$ cat src/rtl/friscv_mem_arbiter_if.sv
// Request/response bundle between NB_CH requesters, the arbiter and one shared memory port.
// Pure wiring with no latency. Backpressure is the en/ready handshake: req_en holds until req_ready.
// slave = arbiter view, master = requesters plus memory view.
interface friscv_mem_arbiter_if #(
    parameter int NB_CH = 2,
    parameter int ADDRW = 16,
    parameter int XLEN  = 32
);
    logic [NB_CH-1:0]          req_en;
    logic [NB_CH-1:0]          req_wr;
    logic [NB_CH*ADDRW-1:0]    req_addr;
    logic [NB_CH*XLEN-1:0]     req_wdata;
    logic [NB_CH*XLEN/8-1:0]   req_strb;
    logic [XLEN-1:0]           req_rdata;
    logic [NB_CH-1:0]          req_ready;
    logic [NB_CH-1:0]          arb_grant;
    logic                      mem_en;
    logic                      mem_wr;
    logic [ADDRW-1:0]          mem_addr;
    logic [XLEN-1:0]           mem_wdata;
    logic [XLEN/8-1:0]         mem_strb;
    logic [XLEN-1:0]           mem_rdata;
    logic                      mem_ready;

    modport slave (
        input  req_en, req_wr, req_addr, req_wdata, req_strb, mem_rdata, mem_ready,
        output req_rdata, req_ready, arb_grant, mem_en, mem_wr, mem_addr, mem_wdata, mem_strb
    );

    modport master (
        output req_en, req_wr, req_addr, req_wdata, req_strb, mem_rdata, mem_ready,
        input  req_rdata, req_ready, arb_grant, mem_en, mem_wr, mem_addr, mem_wdata, mem_strb
    );
endinterface

$ cat src/rtl/friscv_mem_arbiter.sv
// N-channel round-robin / fixed-priority arbiter merging requesters onto one memory port.
// Latency: 1 cycle from req_en (IDLE) to mem_en; back-to-back grants keep mem_en high.
// Backpressure: mem_ready low holds the grant and payload; waiting channels keep req_en up.
module friscv_mem_arbiter #(
    parameter int NB_CH      = 2,
    parameter int ADDRW      = 16,
    parameter int XLEN       = 32,
    parameter int FIXED_PRIO = 0
) (
    input logic                 aclk,
    input logic                 aresetn,
    input logic                 srst,
    friscv_mem_arbiter_if.slave bus
);
    localparam int IW = $clog2(NB_CH);
    localparam int SW = XLEN / 8;

    localparam logic [0:0] IDLE = 1'b0;
    localparam logic [0:0] BUSY = 1'b1;

    logic [0:0]       state;
    logic [IW-1:0]    gnt;
    logic [IW-1:0]    last;
    logic [IW-1:0]    base;
    logic [NB_CH-1:0] req_mask;
    logic [NB_CH-1:0] gnt_oh;
    logic             win_vld;
    logic [IW-1:0]    win_idx;
    logic             busy;
    logic             done;
    int               scan_ch;

    assign busy   = (state == BUSY);
    assign done   = busy && bus.mem_ready && !srst;
    assign gnt_oh = NB_CH'(1) << gnt;

    // On completion the served channel still shows req_en, so it is masked and the
    // scan starts after it (the value `last` is about to take).
    always_comb begin
        req_mask = bus.req_en;
        if (busy) req_mask[gnt] = 1'b0;
        base    = busy ? gnt : last;
        win_vld = 1'b0;
        win_idx = '0;
        scan_ch = 0;
        for (int k = 1; k <= NB_CH; k++) begin
            scan_ch = (FIXED_PRIO != 0) ? (k - 1) : ((int'(base) + k) % NB_CH);
            if (!win_vld && req_mask[scan_ch[IW-1:0]]) begin
                win_vld = 1'b1;
                win_idx = scan_ch[IW-1:0];
            end
        end
    end

    always_ff @(posedge aclk or negedge aresetn) begin
        if (!aresetn) begin
            state <= IDLE;
            gnt   <= '0;
            last  <= IW'(NB_CH - 1);
        end else if (srst) begin
            state <= IDLE;
            gnt   <= '0;
            last  <= IW'(NB_CH - 1);
        end else begin
            case (state)
                IDLE: begin
                    if (win_vld) begin
                        gnt   <= win_idx;
                        state <= BUSY;
                    end
                end
                default: begin
                    if (bus.mem_ready) begin
                        last <= gnt;
                        if (win_vld) gnt   <= win_idx;
                        else         state <= IDLE;
                    end
                end
            endcase
        end
    end

    // Payload is forced to zero outside BUSY so idle lines do not toggle.
    assign bus.mem_en    = busy;
    assign bus.mem_wr    = busy & bus.req_wr[gnt];
    assign bus.mem_addr  = busy ? bus.req_addr[int'(gnt)*ADDRW +: ADDRW] : '0;
    assign bus.mem_wdata = busy ? bus.req_wdata[int'(gnt)*XLEN +: XLEN] : '0;
    assign bus.mem_strb  = busy ? bus.req_strb[int'(gnt)*SW +: SW] : '0;
    assign bus.arb_grant = busy ? gnt_oh : '0;
    assign bus.req_ready = done ? gnt_oh : '0;
    assign bus.req_rdata = bus.mem_rdata;

endmodule

$ cat src/flat_wrapper.sv
// flat-port wrapper written by rule: the top's interface ports become plain ports
module friscv_mem_arbiter_flat 
#(
    parameter int NB_CH      = 2,
    parameter int ADDRW      = 16,
    parameter int XLEN       = 32,
    parameter int FIXED_PRIO = 0
)
  (aclk, aresetn, srst, bus_req_en, bus_req_wr, bus_req_addr, bus_req_wdata, bus_req_strb, bus_mem_rdata, bus_mem_ready, bus_req_rdata, bus_req_ready, bus_arb_grant, bus_mem_en, bus_mem_wr, bus_mem_addr, bus_mem_wdata, bus_mem_strb);
  friscv_mem_arbiter_if #(.NB_CH(NB_CH), .ADDRW(ADDRW), .XLEN(XLEN)) bus_i ();
  input logic aclk;
  input logic aresetn;
  input logic srst;
  input wire logic [$bits(bus_i.req_en)-1:0] bus_req_en;
  input wire logic [$bits(bus_i.req_wr)-1:0] bus_req_wr;
  input wire logic [$bits(bus_i.req_addr)-1:0] bus_req_addr;
  input wire logic [$bits(bus_i.req_wdata)-1:0] bus_req_wdata;
  input wire logic [$bits(bus_i.req_strb)-1:0] bus_req_strb;
  input wire logic [$bits(bus_i.mem_rdata)-1:0] bus_mem_rdata;
  input wire logic [$bits(bus_i.mem_ready)-1:0] bus_mem_ready;
  output wire logic [$bits(bus_i.req_rdata)-1:0] bus_req_rdata;
  output wire logic [$bits(bus_i.req_ready)-1:0] bus_req_ready;
  output wire logic [$bits(bus_i.arb_grant)-1:0] bus_arb_grant;
  output wire logic [$bits(bus_i.mem_en)-1:0] bus_mem_en;
  output wire logic [$bits(bus_i.mem_wr)-1:0] bus_mem_wr;
  output wire logic [$bits(bus_i.mem_addr)-1:0] bus_mem_addr;
  output wire logic [$bits(bus_i.mem_wdata)-1:0] bus_mem_wdata;
  output wire logic [$bits(bus_i.mem_strb)-1:0] bus_mem_strb;
  assign bus_i.req_en = bus_req_en;
  assign bus_i.req_wr = bus_req_wr;
  assign bus_i.req_addr = bus_req_addr;
  assign bus_i.req_wdata = bus_req_wdata;
  assign bus_i.req_strb = bus_req_strb;
  assign bus_i.mem_rdata = bus_mem_rdata;
  assign bus_i.mem_ready = bus_mem_ready;
  assign bus_req_rdata = bus_i.req_rdata;
  assign bus_req_ready = bus_i.req_ready;
  assign bus_arb_grant = bus_i.arb_grant;
  assign bus_mem_en = bus_i.mem_en;
  assign bus_mem_wr = bus_i.mem_wr;
  assign bus_mem_addr = bus_i.mem_addr;
  assign bus_mem_wdata = bus_i.mem_wdata;
  assign bus_mem_strb = bus_i.mem_strb;
  friscv_mem_arbiter #(.NB_CH(NB_CH), .ADDRW(ADDRW), .XLEN(XLEN), .FIXED_PRIO(FIXED_PRIO)) u_core (.aclk(aclk), .aresetn(aresetn), .srst(srst), .bus(bus_i));
endmodule
$ cat config.mk
export PLATFORM = sky130hd
export DESIGN_NAME = friscv_mem_arbiter_flat
export DESIGN_NICKNAME = d
export VERILOG_FILES = /design/src/rtl/friscv_mem_arbiter_if.sv /design/src/rtl/friscv_mem_arbiter.sv /design/src/flat_wrapper.sv
export SDC_FILE = /design/constraint.sdc
export NUM_CORES = 1
export LEC_CHECK = 0
export ABC_AREA = 1
export BUFFER_PORTS_ARGS = -buffer_cell sky130_fd_sc_hd__clkbuf_2
export CORE_AREA = 2 2 91 93
export CTS_BUF_LIST = sky130_fd_sc_hd__clkbuf_16
export CTS_CLUSTER_SIZE = 28
export DETAILED_ROUTE_END_ITERATION = 10
export DIE_AREA = 0 0 93 95
export SYNTH_ARGS = -nofsm -noshare
export SYNTH_HDL_FRONTEND = slang
export SYNTH_SLANG_ARGS = --single-unit
export TNS_END_PERCENT = 100
$ cat constraint.sdc
create_clock -name aclk -period 1.2 [get_ports aclk]
set_input_delay 0.12 -clock aclk [delete_from_list [all_inputs] [get_ports aclk]]
set_output_delay 0.12 -clock aclk [all_outputs]
set_load 0.01 [all_outputs]
==> results of run 1 <==
==> worst max path at each step <==
stage	startpoint	to	depth (start not counted)
floorplan	u_core.bus.mem_en	bus_mem_addr[10]	4
global placement	u_core.gnt	bus_mem_wr	6
detailed placement	u_core.gnt	bus_mem_wr	6
CTS	u_core.gnt	bus_mem_wr	6
global route	u_core.gnt	bus_mem_wr	6
finish	u_core.gnt	bus_mem_wr	5
==> worst max-delay path: cells and delay by family (launching register included) <==
kind,cells,cell delay [ns]
AO/OA/AOI/OAI,1,0.24
buffers and inverters,3,0.34
flip-flops,1,0.41
AND/OR/NAND/NOR,1,0.12
==> layout make-up <==
type                    count  area [sq um]  share of cell area, %
inverters                  10          47.5                   2.40
multi-input cells          74           587                   29.6
well taps                 105           131                   6.63
clock buffers               3          75.1                   3.79
flip-flops and latches      3          77.6                   3.91
clock inverters             1          3.75                  0.189
repair buffers            181          1060                   53.5
==> sequential cells by signal (all words and copies together), names as in the netlist <==
register           cells
u_core.bus.mem_en      1
u_core.last            1
u_core.gnt             1
==> per-stage QoR <==
stage	power, mW	area, sq um
finish	1.48	1980
global route	1.56	1980
global placement	0.838	1760
detailed placement	0.849	1760
CTS	1.40	1860
floorplan	0.592	1030
==> report_power, final <==
part           internal [mW]  switching (mW)  leakage [nW]
clock                  0.430          0.0987        0.0423
sequential             0.112         0.00854        0.0352
combinational          0.447           0.379          1.15
total                  0.990           0.486          1.22
==> layer usage <==
metal	track usage [%]	up-vias
li1	-	735
met1	8.74	685
met2	15.0	110
met3	2.00	6
met4	2.21	0
met5	0	-
==> Yosys cell counts, drive strengths merged <==
| cell | number |
|---|---|
| nand2 | 12 |
| dfrtp | 2 |
| inv | 10 |
| nand3 | 1 |
| a31oi | 1 |
| o21ai | 1 |
| nor2 | 3 |
| a21oi | 1 |
| a22o | 53 |
| nor3 | 2 |
| dfstp | 1 |
| buf | 42 |
==> cell families after synthesis <==
logic type	Yosys count	share of synthesized area [%]
buffers and inverters	52	38.4
AO/OA/AOI/OAI	56	46.7
flip-flops	3	7.42
AND/OR/NAND/NOR	18	7.42
==> what timing repair did <==
action	CTS	global route
pin swaps	1	4
setup buffers	1	1
cloned	0	3
gates resized for setup	3	15
setup endpoints to repair	57	58
hold endpoints to repair	3	0
hold buffers	1	0
==> results by group, run 1 <==
Clock network
  • Cts bufs inserted: 3
  • Sink Count: 3
  • H-tree levels: 1
  • Clock Root Buffer: clkbuf_16
  • Clock slew at reported path FFs: ~0.030 ns
  • Clk buf depth: 2
  • Worst skew pair latency: 0.23 ns
  • CTS tree: yes

Die
  • Die Width: 93 um
  • Row Count: 33
  • Core Box Area: 0.00793 sq mm
  • # IOs: between 200 and 250
  • Chip height: approximately 95 um
  • Initial Utilization: between 10% and 20%
  • Die area: a little under 0.009 sq mm

Placement
  • Port buffer count: around 170
  • Gpl congestion: roughly 0.66
  • Pre-CTS WS: -0.0279 ns
  • Placed insts: between 300 and 400
  • Dpl hpwl: around 3600 um

STA
  • Slew headroom: between 80% and 90%
  • Setup ws final: -0.275 ns
  • Tcrit/Tclk final: 123%
  • Post-layout min period: 1.47 ns
  • FMAX: between 600 and 700 MHz
  • Slew @ Worst Pin: around 0.28 ns
  • Hold WS: about 0.2 ns
  • RSZ-0062 raised after global routing: true
  • Final setup viols: 57
  • Fin. max-slew vios: 0
  • TNS Setup: -13.06 ns
  • Worst Skew: about 0.0020 ns
  • Final count of hold timing violations: 0

Drt
  • Vias per cell: between 4 and 5
  • Antenna Nets Post-Route: 0
  • DRC Markers: 0
  • Met2 routed WL: about 2400 um
  • DR vias: around 1500
  • Final wirelength: between 4000 and 5000 um
  • 1st-pass router iterations: 4
  • DR iter-0 viols: 38
  • WL met1: roughly 1800 um
  • Met3 wire len: around 560 um
  • Top routing layer in use: met4
  • Routed len/inst: about 13 um

Synth
  • Synth area leader: a22o_1
  • Syn Area/Cell: roughly 8.0 sq um
  • Post-synthesis net count: 273
  • Top cell type's share of synthesized area: 45.1%
  • Syn. warnings: 0
  • Seq cells post-synth: 3
  • Area contributors post-synth: a22o_1, buf_4, buf_6
  • Mapped Cells: roughly 130
  • Post-synthesis cell area: 0.00103 sq mm
  • Sequential area share after synthesis: between 7 and 8%
  • Number of distinct library cells after synthesis: 16

Layout
  • Final Non-Filler Cells: 377
  • Commonest non-fill, non-tap cell in the layout: clkbuf_2
  • Synth-to-Final Area Change: 92.7%
  • Util after Layout: 25.0%
  • Fraction of layout cells with a size suffix above 1: roughly 72%
  • Most frequent cells in the layout: clkbuf_2, a22o_1, nand2_1, inv_1, clkbuf_16
  • # nets final: approximately 420
  • N_diodes: 0
  • Filler cells: 861

Pwr
  • PD cells: 745 mW/mm^2
  • Worst VDD drop: 0.000857 V
  • Leak Pwr: ~1.2 nW

Setup path
  • CP max-delay cell: dfrtp_1
  • Worst Setup Start Kind: flop
  • Max stage delay on crit path: 0.41 ns
  • Crit Path Max Fanout: 24
  • Critical Path End Type: primary output
  • Reg2Reg Depth: 7
  • Crit Path Class: reg -> out
  • Critical-path cell list: nand2_2 -> inv_4 -> buf_12 -> a22o_1 -> clkbuf_2
  • Critical Path RT: ~1.1 ns
  • Worst R2R Start: u_core.gnt
  • Critical R2R Capture: u_core.gnt
  • Arr. time, crit path: between 1 and 1.5 ns
  • Internal reg-to-reg setup slack: approximately 0.060 ns

Global route
  • Vias in the first global route: 1201
  • Remaining global-route overflow: 0
  • First-pass GRT wire length: 5650 um
  • Largest net degree at the start of global routing: 31
  • Initial antenna violation count: 0
  • Total global-route track usage: 7.92%

Min path
  • Hold Crit Start: bus_mem_ready
  • Worst Hold Path EP: u_core.last
  • Hold depth: 3
  • Hold WC Path Type: in -> reg

Run status
  • Failing checks: setup timing
  • Status: finished, violations left

Job
  • Max cap viols: 0
(Power assumes the default switching activity.)
==> run 2: changes to the inputs <==
--- a/config.mk
+++ b/config.mk
@@ -5,13 +5,14 @@
 export SDC_FILE = /design/constraint.sdc
 export NUM_CORES = 1
 export LEC_CHECK = 0
-export ABC_AREA = 1
+export ABC_AREA = 0
 export BUFFER_PORTS_ARGS = -buffer_cell sky130_fd_sc_hd__clkbuf_2
-export CORE_AREA = 2 2 91 93
+export CORE_MARGIN = 10
+export CORE_UTILIZATION = 28
 export CTS_BUF_LIST = sky130_fd_sc_hd__clkbuf_16
 export CTS_CLUSTER_SIZE = 28
 export DETAILED_ROUTE_END_ITERATION = 10
-export DIE_AREA = 0 0 93 95
+export PLACE_DENSITY = 0.81
 export SYNTH_ARGS = -nofsm -noshare
 export SYNTH_HDL_FRONTEND = slang
 export SYNTH_SLANG_ARGS = --single-unit
==> results by group, run 2 <==
Drt
  • Vias per cell: approximately 4.4
  • 1st-pass router iterations: 4
  • DRC Markers: 0
  • DR iter-0 viols: 21
  • Final wirelength: just under 6000 um
  • DR vias: ~1600
  • Routed len/inst: ~16 um
  • Antenna Nets Post-Route: 0

Setup path
  • Worst Setup Start Kind: flop
  • Critical-path cell list: buf_12 -> mux2i_1 -> nor2b_1 -> clkbuf_2
  • Critical Path RT: approximately 1.1 ns
  • CP max-delay cell: dfrtp_4
  • Internal reg-to-reg setup slack: 0.01 ns
  • Critical Path End Type: primary output
  • Reg2Reg Depth: 3
  • Arr. time, crit path: 1.37 ns
  • Critical R2R Capture: u_core.last
  • Crit Path Class: reg -> out
  • Max stage delay on crit path: ~0.44 ns
  • Worst R2R Start: u_core.gnt
  • Crit Path Max Fanout: 34
  • Critical Path Source: u_core.gnt

Layout
  • # nets final: 449
  • Commonest non-fill, non-tap cell in the layout: clkbuf_2
  • Fin area: 0.00218 sq mm
  • N_diodes: 0
  • Synth-to-Final Area Change: 55.0%
  • Most frequent cells in the layout: clkbuf_2, mux2i_1, nor2b_1
  • Filler cells: between 400 and 500
  • Util after Layout: between 40% and 50%
  • Fraction of layout cells with a size suffix above 1: between 60% and 70%

Pwr
  • Leak Pwr: 1.19 nW
  • PD cells: between 700 and 800 mW/mm^2
  • Sw Share: 33.3%
  • Comb power frac: between 50% and 60%
  • Pint: 1.02 mW
  • Clock share of power: between 30% and 40%
  • Seq pwr share: approximately 8.6%
  • P_sw: between 0.5 and 0.6 mW
  • Worst VDD drop: 0.00117 V

STA
  • Worst Skew: between 0.0006 and 0.0007 ns
  • Slew @ Worst Pin: 0.233 ns
  • FMAX: 669 MHz
  • Setup ws final: -0.294 ns
  • Slew headroom: 84.5%
  • RSZ-0062 raised after global routing: true
  • Final count of hold timing violations: 0
  • Post-layout min period: ~1.5 ns
  • Fin. max-slew vios: 0
  • Final setup viols: between 50 and 60
  • Tcrit/Tclk final: 125%

Die
  • Chip height: between 90 and 100 um
  • Core Box Area: 0.00479 sq mm
  • Die Width: between 90 and 100 um
  • # IOs: roughly 230
  • Row Count: 25
  • Die area: slightly above 0.008 sq mm
  • Initial Utilization: a little under 30%

Global route
  • Initial antenna violation count: 0
  • First-pass GRT wire length: a little over 9000 um
  • Largest net degree at the start of global routing: 35
  • Total global-route track usage: 12.9%
  • Remaining global-route overflow: 0
  • Vias in the first global route: 1799

Synth
  • Post-synthesis net count: between 300 and 400
  • Top cell type's share of synthesized area: between 30% and 40%
  • Number of distinct library cells after synthesis: 21
  • Seq cells post-synth: 3
  • Synth area leader: mux2i_1
  • Mapped Cells: 170
  • Sequential area share after synthesis: ~5.4%
  • Main synth FF type: dfrtp_1
  • Synth top cells by count: mux2i_1, nor2b_1, buf_4
  • Post-synthesis cell area: between 0.001 and 0.0015 sq mm
  • EDFF count, synth: 0
  • Post-synth ARST share: between 90% and 100%
  • Syn Area/Cell: around 8.3 sq um
  • Area contributors post-synth: mux2i_1, nor2b_1, buf_4
  • Syn. warnings: 0

Placement
  • Cell Area, Placed: approximately 0.0021 sq mm
  • Dpl hpwl: just over 5000 um
  • Port buffer count: approximately 170
  • Pre-CTS WS: -0.0696 ns
  • Gpl congestion: between 0.8 and 0.9

Run status
  • Failing checks: setup timing
  • Status: finished, violations left

Clock network
  • Sink Count: 3
  • Clock slew at reported path FFs: 0.03 ns
  • H-tree levels: 1
  • Cts bufs inserted: 3
  • CTS tree: yes
  • Clk buf depth: 2
  • Setup Buffers After CTS: 0
  • Worst skew pair latency: between 0.2 and 0.25 ns
  • Clock Root Buffer: clkbuf_16

Job
  • Max cap viols: 0

Min path
  • Hold Crit Start: srst
  • Hold WC Path Type: in -> reg
  • Worst Hold Path EP: u_core.gnt
  • Hold depth: 2
run 2: how the worst max path moves through the flow:
stage / endpoint / slack, ns / cells past startpoint
finish: bus_mem_wdata[14] / -0.29 / 4
global placement: bus_mem_wdata[14] / -0.05 / 4
detailed placement: bus_mem_wdata[16] / -0.07 / 4
global route: bus_mem_wdata[15] / -0.35 / 4
floorplan: bus_req_ready[1] / 0.08 / 3
CTS: bus_mem_wdata[16] / -0.30 / 4
run 2: cell families (layout without fill, tap and decap cells):
logic type	after synthesis	after routing	share of synthesized area, %
flops	3	3	5.42
buf+inv	46	180	25.3
compound gates	5	5	3.55
mux	54	54	38.4
simple gates	62	62	27.4
run 2: metal layers:
layer	routed length (um)	vias up	share of wire, %	GRT usage [%]
met5	0	-	0	0
met4	154	0	2.7	5.09
met3	605	20	10	5.60
met2	2830	111	49	22.4
met1	2220	701	38	13.5
li1	-	806	-	-
run 2: what timing repair did:
| action | in CTS | in global routing |
|---|---|---|
| setup endpoints to repair | 59 | 60 |
| hold endpoints to repair | 3 | 0 |
| hold buffers | 1 | 0 |
| gates resized for setup | 2 | 24 |
| pin swaps | 0 | 1 |
run 2: area by class of cell:
type | instances | area, sq um | area share [%]
inverter | 1 | 3.75 | 0.172
sequential | 3 | 81.3 | 3.72
clock buffer | 3 | 75.1 | 3.44
clock inverter | 1 | 3.75 | 0.172
multi-input combinational | 121 | 992 | 45.4
timing repair buffer | 175 | 943 | 43.2
tap | 67 | 83.8 | 3.84
run 2: power by group through the flow:
stage	combinational [mW]	sequential [mW]	clock (mW)
3_5_place_dp	0.890	0.131	0
2_1_floorplan	0.617	0.121	0
6_report	0.883	0.131	0.517
5_1_grt	0.973	0.133	0.541
3_3_place_gp	0.866	0.131	0
4_1_cts	0.897	0.131	0.529
run 2: metrics by stage:
| stage | hold WS, ns | instances | TNS (ns) | power (mW) |
|---|---|---|---|---|
| after floorplan | -0.176 | 170 | 0 | 0.738 |
| after global placement | -0.0779 | 366 | -0.200 | 0.997 |
| after detailed placement | -0.0801 | 366 | -0.875 | 1.02 |
| after CTS | 0.133 | 371 | -13.85 | 1.56 |
| after global routing | 0.179 | 371 | -16.64 | 1.65 |
| final | 0.163 | 371 | -13.16 | 1.53 |
run 2: critical path: cells and delay by family, from the launching register on:
| kind | cells | cell delay [ns] |
|---|---|---|
| DFF | 1 | 0.44 |
| buffers and inverters | 2 | 0.38 |
| muxes | 1 | 0.26 |
| and+or+nand+nor | 1 | 0.07 |
==> run 3: changes to the inputs <==
--- a/config.mk
+++ b/config.mk
@@ -7,6 +7,7 @@
 export LEC_CHECK = 0
 export ABC_AREA = 0
 export BUFFER_PORTS_ARGS = -buffer_cell sky130_fd_sc_hd__clkbuf_2
+export CORE_ASPECT_RATIO = 0.9
 export CORE_MARGIN = 10
 export CORE_UTILIZATION = 28
 export CTS_BUF_LIST = sky130_fd_sc_hd__clkbuf_16
==> results by group, run 3 (synthesis gave the netlist of run 2 again) <==
Run status
  • Status: finished, violations left
  • Failing checks: setup timing

Global route
  • Grt met1 use: around 13%
  • First-pass GRT wire length: about 9000 um
  • Busiest grt layer: met2
  • Largest net degree at the start of global routing: approximately 40
  • Vias in the first global route: around 1900
  • GRT met3 Usage: roughly 7.3%
  • Total global-route track usage: 13.3%
  • Remaining global-route overflow: 0
  • Met2 usage: 23.8%
  • Initial antenna violation count: 0

Drt
  • DR vias: 1633
  • 1st-pass router iterations: 3
  • Antenna Nets Post-Route: 0
  • DR iter-0 viols: 20
  • Final wirelength: just under 6000 um
  • Routed len/inst: about 16 um
  • Vias per cell: between 4 and 5
  • DRC Markers: 0

Setup path
  • Crit Path Max Fanout: 14
  • Critical R2R Capture: u_core.bus.mem_en
  • Reg2Reg Depth: 3
  • Crit Path Class: reg -> out
  • Worst Setup Start Kind: flop
  • Arr. time, crit path: 1.39 ns
  • Critical Path End Type: primary output
  • CP max-delay cell: dfrtp_4
  • Critical-path cell list: buf_12 -> mux2i_1 -> nor2b_1 -> clkbuf_2
  • Internal reg-to-reg setup slack: 0 ns
  • Critical Path RT: roughly 1.1 ns
  • Max stage delay on crit path: 0.53 ns
  • Worst R2R Start: u_core.gnt

STA
  • FMAX: around 660 MHz
  • Worst Skew: between 0.0009 and 0.001 ns
  • Tcrit/Tclk final: 126%
  • Final count of hold timing violations: 0
  • Slew headroom: between 80% and 90%
  • Hold WS: 0.179 ns
  • Slew @ Worst Pin: approximately 0.18 ns
  • Final setup viols: 58
  • TNS Setup: -13.46 ns
  • Setup ws final: -0.307 ns
  • RSZ-0062 raised after global routing: true
  • Post-layout min period: 1.51 ns
  • Fin. max-slew vios: 0

Min path
  • Worst Hold Path EP: u_core.bus.mem_en
  • Hold WC Path Type: in -> reg
  • Hold Crit Start: bus_mem_ready
  • Hold depth: 2

Clock network
  • Clk buf depth: 2
  • CTS tree: yes
  • Clock Root Buffer: clkbuf_16
  • H-tree levels: 1
  • Sink Count: 3
  • Cts bufs inserted: 3
  • Clock slew at reported path FFs: 0.03 ns
  • Worst skew pair latency: about 0.22 ns

Layout
  • Synth-to-Final Area Change: 56.8%
  • # nets final: roughly 450
  • Filler cells: between 400 and 500
  • Reg area: about 81 sq um
  • Fraction of layout cells with a size suffix above 1: 61.1%
  • Area of the multi-input gates: around 990 sq um
  • Commonest non-fill, non-tap cell in the layout: clkbuf_2
  • Most frequent cells in the layout: clkbuf_2, mux2i_1, nor2b_1
  • N_diodes: 0

Die
  • Core Box Area: ~0.0049 sq mm
  • Initial Utilization: between 20% and 30%
  • Chip height: 87.3 um
  • Die Width: ~95 um
  • Die area: ~0.0083 sq mm
  • # IOs: 234
  • Row Count: 24

Placement
  • Dpl hpwl: just over 5000 um
  • Port buffer count: around 170
  • Gpl congestion: between 0.8 and 0.9

Pwr
  • PD cells: 705 mW/mm^2
  • Leak Pwr: between 1 and 1.5 nW
  • Worst VDD drop: between 0.0006 and 0.0007 V

Job
  • Max cap viols: 0
-- run 3: cell types whose count changed in the layout (fill, tap and decap cells not counted), sizes merged --
cell	change
buf	+17
clkbuf	-15
-- run 3: worst max-delay path, delay by kind of cell (launching register included) --
kind                   cells  cell delay, ns
buffers and inverters      2            0.34
flip-flops                 1            0.53
multiplexers               1            0.13
AND/OR/NAND/NOR            1            0.15
-- run 3: cell type report --
type / count / share of cell area (%)
Sequential cell: 3 / 3.68
Multi-Input combinational cell: 121 / 44.9
Clock buffer: 3 / 3.40
Tap cell: 65 / 3.68
Clock inverter: 1 / 0.170
Timing Repair Buffer: 177 / 44.0
Inverter: 1 / 0.170
-- run 3: power breakdown --
group | switching (mW) | internal, mW
Combinational | 0.413 | 0.490
Clock | 0.0940 | 0.430
Sequential | 0.0167 | 0.115
Total | 0.524 | 1.04
-- run 3: repair_timing --
action / in CTS / in global routing
cloned: 1 / 0
buffers inserted: 1 / 0
hold buffers: 1 / 0
pin swaps: 0 / 1
endpoints found under the setup margin: 57 / 61
gates resized for setup: 3 / 40
endpoints found under the hold margin: 3 / 0
-- run 3: worst max-delay path by stage --
stage | from | to | cells after the start | slack (ns)
final | u_core.gnt | bus_mem_wdata[10] | 4 | -0.31
after global routing | u_core.gnt | bus_mem_wdata[10] | 4 | -0.35
after CTS | u_core.gnt | bus_mem_addr[6] | 4 | -0.31
after detailed placement | u_core.gnt | bus_mem_wdata[12] | 4 | -0.08
after global placement | u_core.gnt | bus_mem_wdata[21] | 4 | -0.05
after floorplan | u_core.bus.mem_en | bus_req_ready[1] | 3 | 0.08
-- run 3: routing by layer --
| metal | wire, um | part of all wire [%] | up-vias |
|---|---|---|---|
| met2 | 2880 | 49 | 123 |
| li1 | - | - | 807 |
| met4 | 63 | 1.1 | 0 |
| met3 | 940 | 16 | 6 |
| met1 | 2050 | 35 | 697 |
| met5 | 0 | 0 | - |
-- run 3: through the flow --
step / cells / cell area [sq um] / setup WS, ns / utilization (%) / power [mW]
2_1_floorplan: 170 / 1410 / 0.0822 / - / 0.738
3_3_place_gp: 364 / 2060 / -0.0531 / 42.4 / 0.988
3_5_place_dp: 364 / 2060 / -0.0845 / 42.4 / 1.01
4_1_cts: 371 / 2200 / -0.311 / 45.2 / 1.59
5_1_grt: 371 / 2210 / -0.352 / 45.4 / 1.68
6_report: 371 / 2210 / -0.307 / 45.4 / 1.56
